===== src/rtl/toy_bus_ack_sched.sv =====
// Registered N-to-1 ToyBusAck scheduler with least-recently-granted age matrix and a one-deep output register.
// Optional starvation watchdog under `TOY_BUS_ACK_SCHED_STARVE_WDOG_EN (adds starve_err port).
module toy_bus_ack_sched #(
  parameter int NUM_IN    = 4,
  parameter int DATA_W    = 256,
  parameter int SB_W      = 32,
  parameter int ID_W      = 4,
  parameter int STARVE_TH = 64
) (
  input  logic                       clk,
  input  logic                       rst_n,
  input  logic [NUM_IN-1:0]          in_vld,
  output logic [NUM_IN-1:0]          in_rdy,
  input  logic [NUM_IN-1:0]          in_opcode,
  input  logic [NUM_IN*DATA_W-1:0]   in_data,
  input  logic [NUM_IN*SB_W-1:0]     in_sideband,
  input  logic [NUM_IN*ID_W-1:0]     in_src_id,
  input  logic [NUM_IN*ID_W-1:0]     in_tgt_id,
  output logic                       out_vld,
  input  logic                       out_rdy,
  output logic                       out_opcode,
  output logic [DATA_W-1:0]          out_data,
  output logic [SB_W-1:0]            out_sideband,
  output logic [ID_W-1:0]            out_src_id,
  output logic [ID_W-1:0]            out_tgt_id,
  output logic [$clog2(NUM_IN)-1:0]  out_src_idx
`ifdef TOY_BUS_ACK_SCHED_STARVE_WDOG_EN
  ,
  output logic [NUM_IN-1:0]          starve_err
`endif
);

  localparam int IDX_W = $clog2(NUM_IN);
  localparam int NPAIR = NUM_IN * (NUM_IN - 1) / 2;

  if (NUM_IN < 2 || NUM_IN > 8 || STARVE_TH < 1 || STARVE_TH > 255) begin : g_bad_cfg
    $error("toy_bus_ack_sched: parameter out of range");
  end

  // Flat index of the upper-triangle pair (i,j), i<j.
  function automatic int pidx(input int i, input int j);
    return i * NUM_IN - (i * (i + 1)) / 2 + (j - i - 1);
  endfunction

  logic [NPAIR-1:0]               age_q;
  logic [NUM_IN-1:0][NUM_IN-1:0]  older;
  logic [NUM_IN-1:0]              grant;
  logic [IDX_W-1:0]               win_idx;
  logic                           load;
  logic                           accept;

  always_comb begin
    older = '0;
    for (int i = 0; i < NUM_IN; i++) begin
      for (int j = 0; j < NUM_IN; j++) begin
        if (i < j)      older[i][j] = age_q[pidx(i, j)];
        else if (i > j) older[i][j] = ~age_q[pidx(j, i)];
      end
    end
  end

  always_comb begin
    grant   = '0;
    win_idx = '0;
    for (int i = 0; i < NUM_IN; i++) begin
      grant[i] = in_vld[i];
      for (int j = 0; j < NUM_IN; j++) begin
        if (j != i && in_vld[j] && older[j][i]) grant[i] = 1'b0;
      end
    end
    for (int i = 0; i < NUM_IN; i++) begin
      if (grant[i]) win_idx = IDX_W'(i);
    end
  end

  assign load   = ~out_vld | out_rdy;
  assign in_rdy = grant & {NUM_IN{load}};
  assign accept = (|grant) & load;

  always_ff @(posedge clk or negedge rst_n) begin
    if (!rst_n) begin
      age_q        <= '1;
      out_vld      <= 1'b0;
      out_opcode   <= 1'b0;
      out_data     <= '0;
      out_sideband <= '0;
      out_src_id   <= '0;
      out_tgt_id   <= '0;
      out_src_idx  <= '0;
    end else if (load) begin
      out_vld <= accept;
      if (accept) begin
        out_opcode   <= in_opcode[win_idx];
        out_data     <= in_data[win_idx*DATA_W +: DATA_W];
        out_sideband <= in_sideband[win_idx*SB_W +: SB_W];
        out_src_id   <= in_src_id[win_idx*ID_W +: ID_W];
        out_tgt_id   <= in_tgt_id[win_idx*ID_W +: ID_W];
        out_src_idx  <= win_idx;
        // Winner becomes youngest; other pairs keep their relative order.
        for (int i = 0; i < NUM_IN; i++) begin
          for (int j = i + 1; j < NUM_IN; j++) begin
            if (grant[i])      age_q[pidx(i, j)] <= 1'b0;
            else if (grant[j]) age_q[pidx(i, j)] <= 1'b1;
          end
        end
      end
    end
  end

`ifdef TOY_BUS_ACK_SCHED_STARVE_WDOG_EN
  localparam logic [7:0] TH = 8'(STARVE_TH);

  logic [NUM_IN-1:0][7:0] wait_cnt;

  always_ff @(posedge clk or negedge rst_n) begin
    if (!rst_n) begin
      wait_cnt   <= '0;
      starve_err <= '0;
    end else begin
      for (int i = 0; i < NUM_IN; i++) begin
        starve_err[i] <= 1'b0;
        if (!in_vld[i] || in_rdy[i]) begin
          wait_cnt[i] <= '0;
        end else if (wait_cnt[i] != 8'hff) begin
          wait_cnt[i] <= wait_cnt[i] + 8'd1;
          // Fires only on the step into the threshold, never while saturating.
          if (wait_cnt[i] + 8'd1 == TH) starve_err[i] <= 1'b1;
        end
      end
    end
  end
`endif

endmodule


===== config.mk =====
export PLATFORM = sky130hd
export DESIGN_NAME = toy_bus_ack_sched
export DESIGN_NICKNAME = d
export VERILOG_FILES = /design/src/rtl/toy_bus_ack_sched.sv
export SDC_FILE = /design/constraint.sdc
export NUM_CORES = 1
export LEC_CHECK = 0
export ABC_CLOCK_PERIOD_IN_PS = 2440
export CAP_MARGIN = 20
export CORE_AREA = 2 2 581 583
export CTS_CLUSTER_DIAMETER = 30
export DETAILED_ROUTE_END_ITERATION = 10
export DIE_AREA = 0 0 583 585
export PLACE_DENSITY = 0.35
export SLEW_MARGIN = 30
export SYNTH_ARGS = -nofsm -noshare
export SYNTH_HDL_FRONTEND = slang
export SYNTH_SLANG_ARGS = --single-unit

===== constraint.sdc =====
create_clock -name clk -period 2.44 [get_ports clk]
set_input_delay 0.366 -clock clk [delete_from_list [all_inputs] [get_ports clk]]
set_output_delay 0.366 -clock clk [all_outputs]
set_load 0.01 [all_outputs]

==> flow_summary.ini <==
[floorplan]
die-height_um = 585
design.portCount = 1499
die_x_um = 583
initial_core_util_pct = 5.92
std_cell_rows = 213
dieArea_mm2 = 0.341
core_area_mm2 = 0.335

[final_layout]
regArea_mm2 = 0.00766
nFillCells = 37888
syn2layout_area_growth_pct = 140
num-nets-final = 4803
drive_gt1_share_pct = 20.1
final_cells = 8159
multi_input_area_mm2 = 0.0112

[sta]
period_needed_ps = 2610
slew_violations = 0
rsz0062_at_grt = yes
whs_ps = 165
setup_ws_ps = -166
period_share_pct = 107
tightest_slew_ps = 1040
finalHoldViolations = 0
setup_viol = 51
relSlewSlack_pct = 29.5
max_freq_ghz = 0.384
fin_skew_ps = 52.8

[clock_tree]
numCtsBuffers = 110
tritoncts = done
ctsHtreeMaxLevel = 3
clock-sinks = 306
cts_buffer_depth = 4
clkTransAtPathRegs_ps = 50
cts_root_buffer = clkbuf_16
clock_latency_ps = 780

[synth]
synth-main-ff-cell = dfrtp_1
syn_nets = 3061
synth_seq_cells = 306
yosysMostFrequentCell = dfrtp_1
synth-warning-count = 0
ys_async_sr_fraction_pct = 100
synthesis.area_mm2 = 0.0198
ys_seq_area_share_pct = 38.6
synth_top_area_cell = dfrtp_1
synth_top_area_share_pct = 37.8
synthDistinctLibCells = 30
synth_area_leaders = dfrtp_1 38%, o2bb2ai_1 13%, a2111oi_0 13%, nor4b_1 13%, o221ai_1 13%
syn_avg_cell_area_um2 = 10.6
yosys-top-cells-count = 300 x dfrtp_1, 298 x o2bb2ai_1, 297 x a2111oi_0, 297 x nor4b_1, 297 x o221ai_1
synth-edff-count = 0
postSynthCellCount = 1866

[grt]
grt_overflow_total = 0
grt_start_max_net_pins = 99
grt_pass1_wl_um = 328000
antenna_found_initial = 206
grt_pass1_vias = 29159
grtUsageTotal_pct = 14.9

[placement]
io_buffers = 1498
place_inst = 7867
place_congestion = 0.894
post-dp-hpwl_um = 233000

[worst_setup_path]
crit_family = buffers and inverters
r2r_end = out_data[53]
rr_startpoint = age_q[2]
path_max_fanout = 99
path_buf_inv = 4
crit_arrival_ps = 3220
endpoint_kind = flip-flop
path_cells = nand2b_1, o2111a_4, buf_12, buf_12, buf_12, buf_4, a2111oi_4, o2bb2ai_1
max_stage_delay_ps = 410
crit_top_cell = buf_12
critPathRequiredTime_ps = 3050
crit_slowest_cell = buf_12
crit_type = flip-flop to flip-flop
start_kind = flip-flop
r2r_setup_slack_ps = -170
ff2ff_path_depth = 8

[routing]
drt-pass1-iter-count = 5
drt-total-wl_um = 270000
routed-via-count = 28759
drt_iter0_drc = 1843
viasPerCell = 3.52
drcViolationCount = 0
drtAntennaViolNets = 0
wl_per_cell_um = 33.1

[run_status]
failed_checks = negative setup slack
status = complete, but fails checks

[power]
p_per_area_mw_per_mm2 = 1160
leakagePower_nw = 16.0
max-vdd-ir-drop_v = 0.000536

[hold_path]
min-delay-path-class = input pin to async pin

[flow_run]
max_cap_viol_count = 0
## layout by cell type, fill, tap and decap left out, drive strengths merged
cell and instances:
inv 5, a22o 1, nand3 1, clkbuf 164, nand4 1, a22oi 1
clkinvlp 2, bufbuf 2, a2111oi 297, nand2b 5, buf 485, dlymetal6s2s 8
nor3 1, o2bb2ai 298, bufinv 8, clkinv 29, nand2 4, dfstp 6
o41ai 1, o221ai 297, nor4 2, nor2b 2, o21a 4, and3 1
dlygate4sd2 44, clkdlybuf4s50 1415, o21ai 1, diode 57, a21oi 3, dfrtp 300
o2111a 1, nor2 7, nor4b 297, and4 1, dlygate4sd3 1
## power breakdown
part / total [mW] / internal [mW] / switching [mW]
clock: 13.9 / 9.64 / 4.30
combinational: 31.2 / 13.3 / 17.9
sequential: 10.3 / 7.84 / 2.44
total: 55.4 / 30.8 / 24.7
## cell type report
type                    instances  share of cell area [%]
repair buffers               1962                    40.9
multi-input cells            1226                    23.5
flip-flops and latches        306                    16.1
well taps                    4407                    11.6
clock buffers                 157                    6.61
clock inverters                42                   0.995
diodes                         57                   0.299
inverters                       2                  0.0368
## worst register-to-register path, delay by kind of cell, from the launching register on
| family | cells | cell delay (ps) |
|---|---|---|
| AND/OR/NAND/NOR | 1 | 150 |
| AO/OA/AOI/OAI | 3 | 640 |
| flip-flops | 1 | 380 |
| buffers and inverters | 4 | 1270 |
## flip-flops by register name, summed over array words and instances (netlist names)
register / flops
out_vld: 1
out_src_id: 4
out_sideband: 32
out_data: 256
out_opcode: 1
age_q: 6
out_tgt_id: 4
out_src_idx: 2
## cells by family after synthesis
family                 after synthesis  synth area share (%)
AOI/OAI and AO/OA                  904                  39.9
buffers and inverters              334                  7.75
DFF                                306                  38.6
and+or+nand+nor                    322                  13.8
## worst max path at each step
stage,from,to,slack [ps],depth (start not counted)
global placement,in_vld[2],out_data[208],-1050,9
detailed placement,in_vld[2],out_data[210],-850,9
global route,age_q[4],in_rdy[1],-220,6
CTS,age_q[4],in_rdy[1],-200,6
finish,age_q[2],out_data[53],-170,8
floorplan,age_q[0],in_rdy[0],470,6
## routing by layer
| layer | share of wire (%) | global-route usage, % | up-vias |
|---|---|---|---|
| met4 | 3.8 | 4.88 | 174 |
| met2 | 43 | 22.7 | 1827 |
| met1 | 38 | 16.8 | 14223 |
| li1 | - | - | 12037 |
| met3 | 15 | 9.34 | 498 |
| met5 | 0.42 | 0 | - |
## what timing repair did
action,CTS,global route
buffers inserted,12,15
cloned,2,7
pin swaps,5,5
hold buffers,1,0
hold endpoints to repair,27,0
endpoints found under the setup margin,84,92
resized for setup,114,97
## through the flow
stage | total power [mW] | TNS, ps | area, um^2 | worst slack, ps | utilization (%)
global route | 57.9 | -992 | 47500 | -215 | 14.2
global placement | 40.8 | -124440 | 42800 | -1050 | 12.8
CTS | 55.6 | -569 | 46800 | -200 | 14.0
floorplan | 19.4 | 0 | 19800 | 470 | -
detailed placement | 40.8 | -116680 | 42800 | -846 | 12.8
finish | 55.4 | -3620 | 47700 | -166 | 14.2
(Power assumes the default switching activity.)
==> RTL edit: new RTL, same settings <==
The parameter `NUM_IN` goes from 4 to 2.
--- a/src/rtl/toy_bus_ack_sched.sv
+++ b/src/rtl/toy_bus_ack_sched.sv
@@ -2,5 +2,5 @@
 // Optional starvation watchdog under `TOY_BUS_ACK_SCHED_STARVE_WDOG_EN (adds starve_err port).
 module toy_bus_ack_sched #(
-  parameter int NUM_IN    = 4,
+  parameter int NUM_IN    = 2,
   parameter int DATA_W    = 256,
   parameter int SB_W      = 32,
Ports: changed (8 resized); port bits go from 1499 to 900. No check against the original RTL was run, so the function may have changed too.
==> RTL edit against the original RTL <==
  * Setup slack better by 0.29 ns
  * Design area is 29% lower
  * Sequential cell count is 6 lower
  * First-iteration DRC count is 86% lower
  * Synthesized cell count is 48% lower
  * Routed wire length is 51% lower
  * Area after synthesis is 22% lower
  * Worst hold slack better by 0.0098 ns
  * Highest routed layer is now met4
Power is not compared: it rests on default switching activity, and its combinational part moved more than twofold at a synthesized area within 25%.
==> RTL edit: results (changes against the original RTL) <==
CTS-repair resized insts -> 17 (-85%)
Largest cells by area after synthesis -> dfrtp_1, mux2_2, mux2_4
R2r setup slk -> 0.34 ns (+0.51 ns)
Count leader, synth -> mux2_2
Placed Area -> 30,360 sq um (-29%)
Maximum number of pins on one net before global-route repair -> 52 (-47%)
DR iter-0 viols -> 262 (-86%)
Number of I/O port buffers -> 899 (-40%)
Final Util -> 0.1008 (-0.04131)
GP Congestion -> 0.7235 (-19%)
GR Util All Layers -> 0.07471 (-0.07416)
Initial antenna violation count -> 13 (-94%)
Skew final -> 0.03863 ns (-0.01419 ns)
Inverters, non-clock -> 1 (-1)
Nets -> 2,605 (-46%)
Worst-case clock buffer depth -> 3 (-1)
Synth Net Count -> 1,571 (-49%)
GRT met1 Usage -> 0.05944 (-0.1090)
Comb_multi_in -> 605 (-51%)
Biggest regs -> out_data: 256 flops, out_sideband: 32 flops
Clock Network Area Fraction -> 0.1012 (+0.02519)
DR WL/cell -> 20.23 um (-39%)
ANT cells -> 3 (-95%)
Delay of the slowest critical-path stage -> 0.92 ns (+0.51 ns)
TritonRoute pass-1 iters -> 4 (-1)
Setup repair bufs after CTS -> 1 (-11)
Synth top cells by count -> mux2_2, dfrtp_1, mux2_4, buf_2, buf_6
Synth unique cells -> 18 (-40%)
Placed cells -> 6,312 (-20%)
P_seq -> 6.52 mW
Finished Layout Cells -> 6,494 (-20%)
Sequential fraction of the synthesis area -> 0.4842 (+0.09783)
Critical R2R Capture -> out_data[31]
Slew margin rel. -> 0.5481 (+0.2533)
Reg2reg start -> age_q
Synth warn -> 0 (unchanged)
CP arrival -> 1.95 ns (-1.27 ns)
WHS -> 0.1751 ns (+0.009820 ns)
Sequential share of cell area -> 0.2221 (+0.06125)
Slowest stage cell, crit path -> clkdlybuf4s50_1
M3 GR Usage -> 0.07724 (-0.01613)
Vias in the first global route -> 14,220 (-51%)
Setup crit start -> out_data[2]
Footprint of the multi-input gates -> 7528 sq um (-33%)
Met2 routed WL -> 62.60 mm (-46%)
Num CTS Buffers -> 97 (-12%)
First-pass GRT wire length -> 160.2 mm (-51%)
Synthesis-stage register bit count -> 300 (-2.0%)
Setup WS pre-CTS -> -0.4374 ns (+0.4085 ns)
Met2 usage -> 0.1261 (-0.1013)
# clk buffers -> 142 (-9.6%)
Status -> complete, no violations
Fraction of layout cells with a size suffix above 1 -> 0.4496 (+0.2488)
Top sig layer -> met4
R2r worst-path depth -> 5 (-3)
Vias per cell -> 1.914 (-46%)
Critical-path maximum fanout -> 2 (-98%)
Fill count -> 38,440 (+1.4%)
Bufs w/o clock -> 1,001 (-49%)
[RTL edit: cell count changes after synthesis, moves of 6 or more]
cell / unedited run / this run
mux2_2: 0 / 382
o2bb2ai_1: 298 / 0
a2111oi_0: 297 / 0
nor4b_1: 297 / 0
o221ai_1: 297 / 0
clkbuf_1: 235 / 2
mux2_4: 0 / 200
buf_2: 65 / 38
mux2_1: 0 / 12
nor2_1: 7 / 1
[RTL edit: logic make-up after synthesis]
group / count (synthesis) / synth area share
AOI/OAI and AO/OA: 6 / 0.002663
muxes: 594 / 0.4797
DFF: 300 / 0.4842
and+or+nand+nor: 5 / 0.001533
buffers and inverters: 67 / 0.03187
[RTL edit: how the worst max path moves through the flow]
stage          slack (ns)                to
2_1_floorplan        0.69     out_data[100]
3_3_place_gp        -0.49         in_rdy[0]
3_5_place_dp        -0.44         in_rdy[0]
4_1_cts             0.001  out_sideband[28]
5_1_grt             0.002     out_data[239]
6_report             0.12       out_data[2]
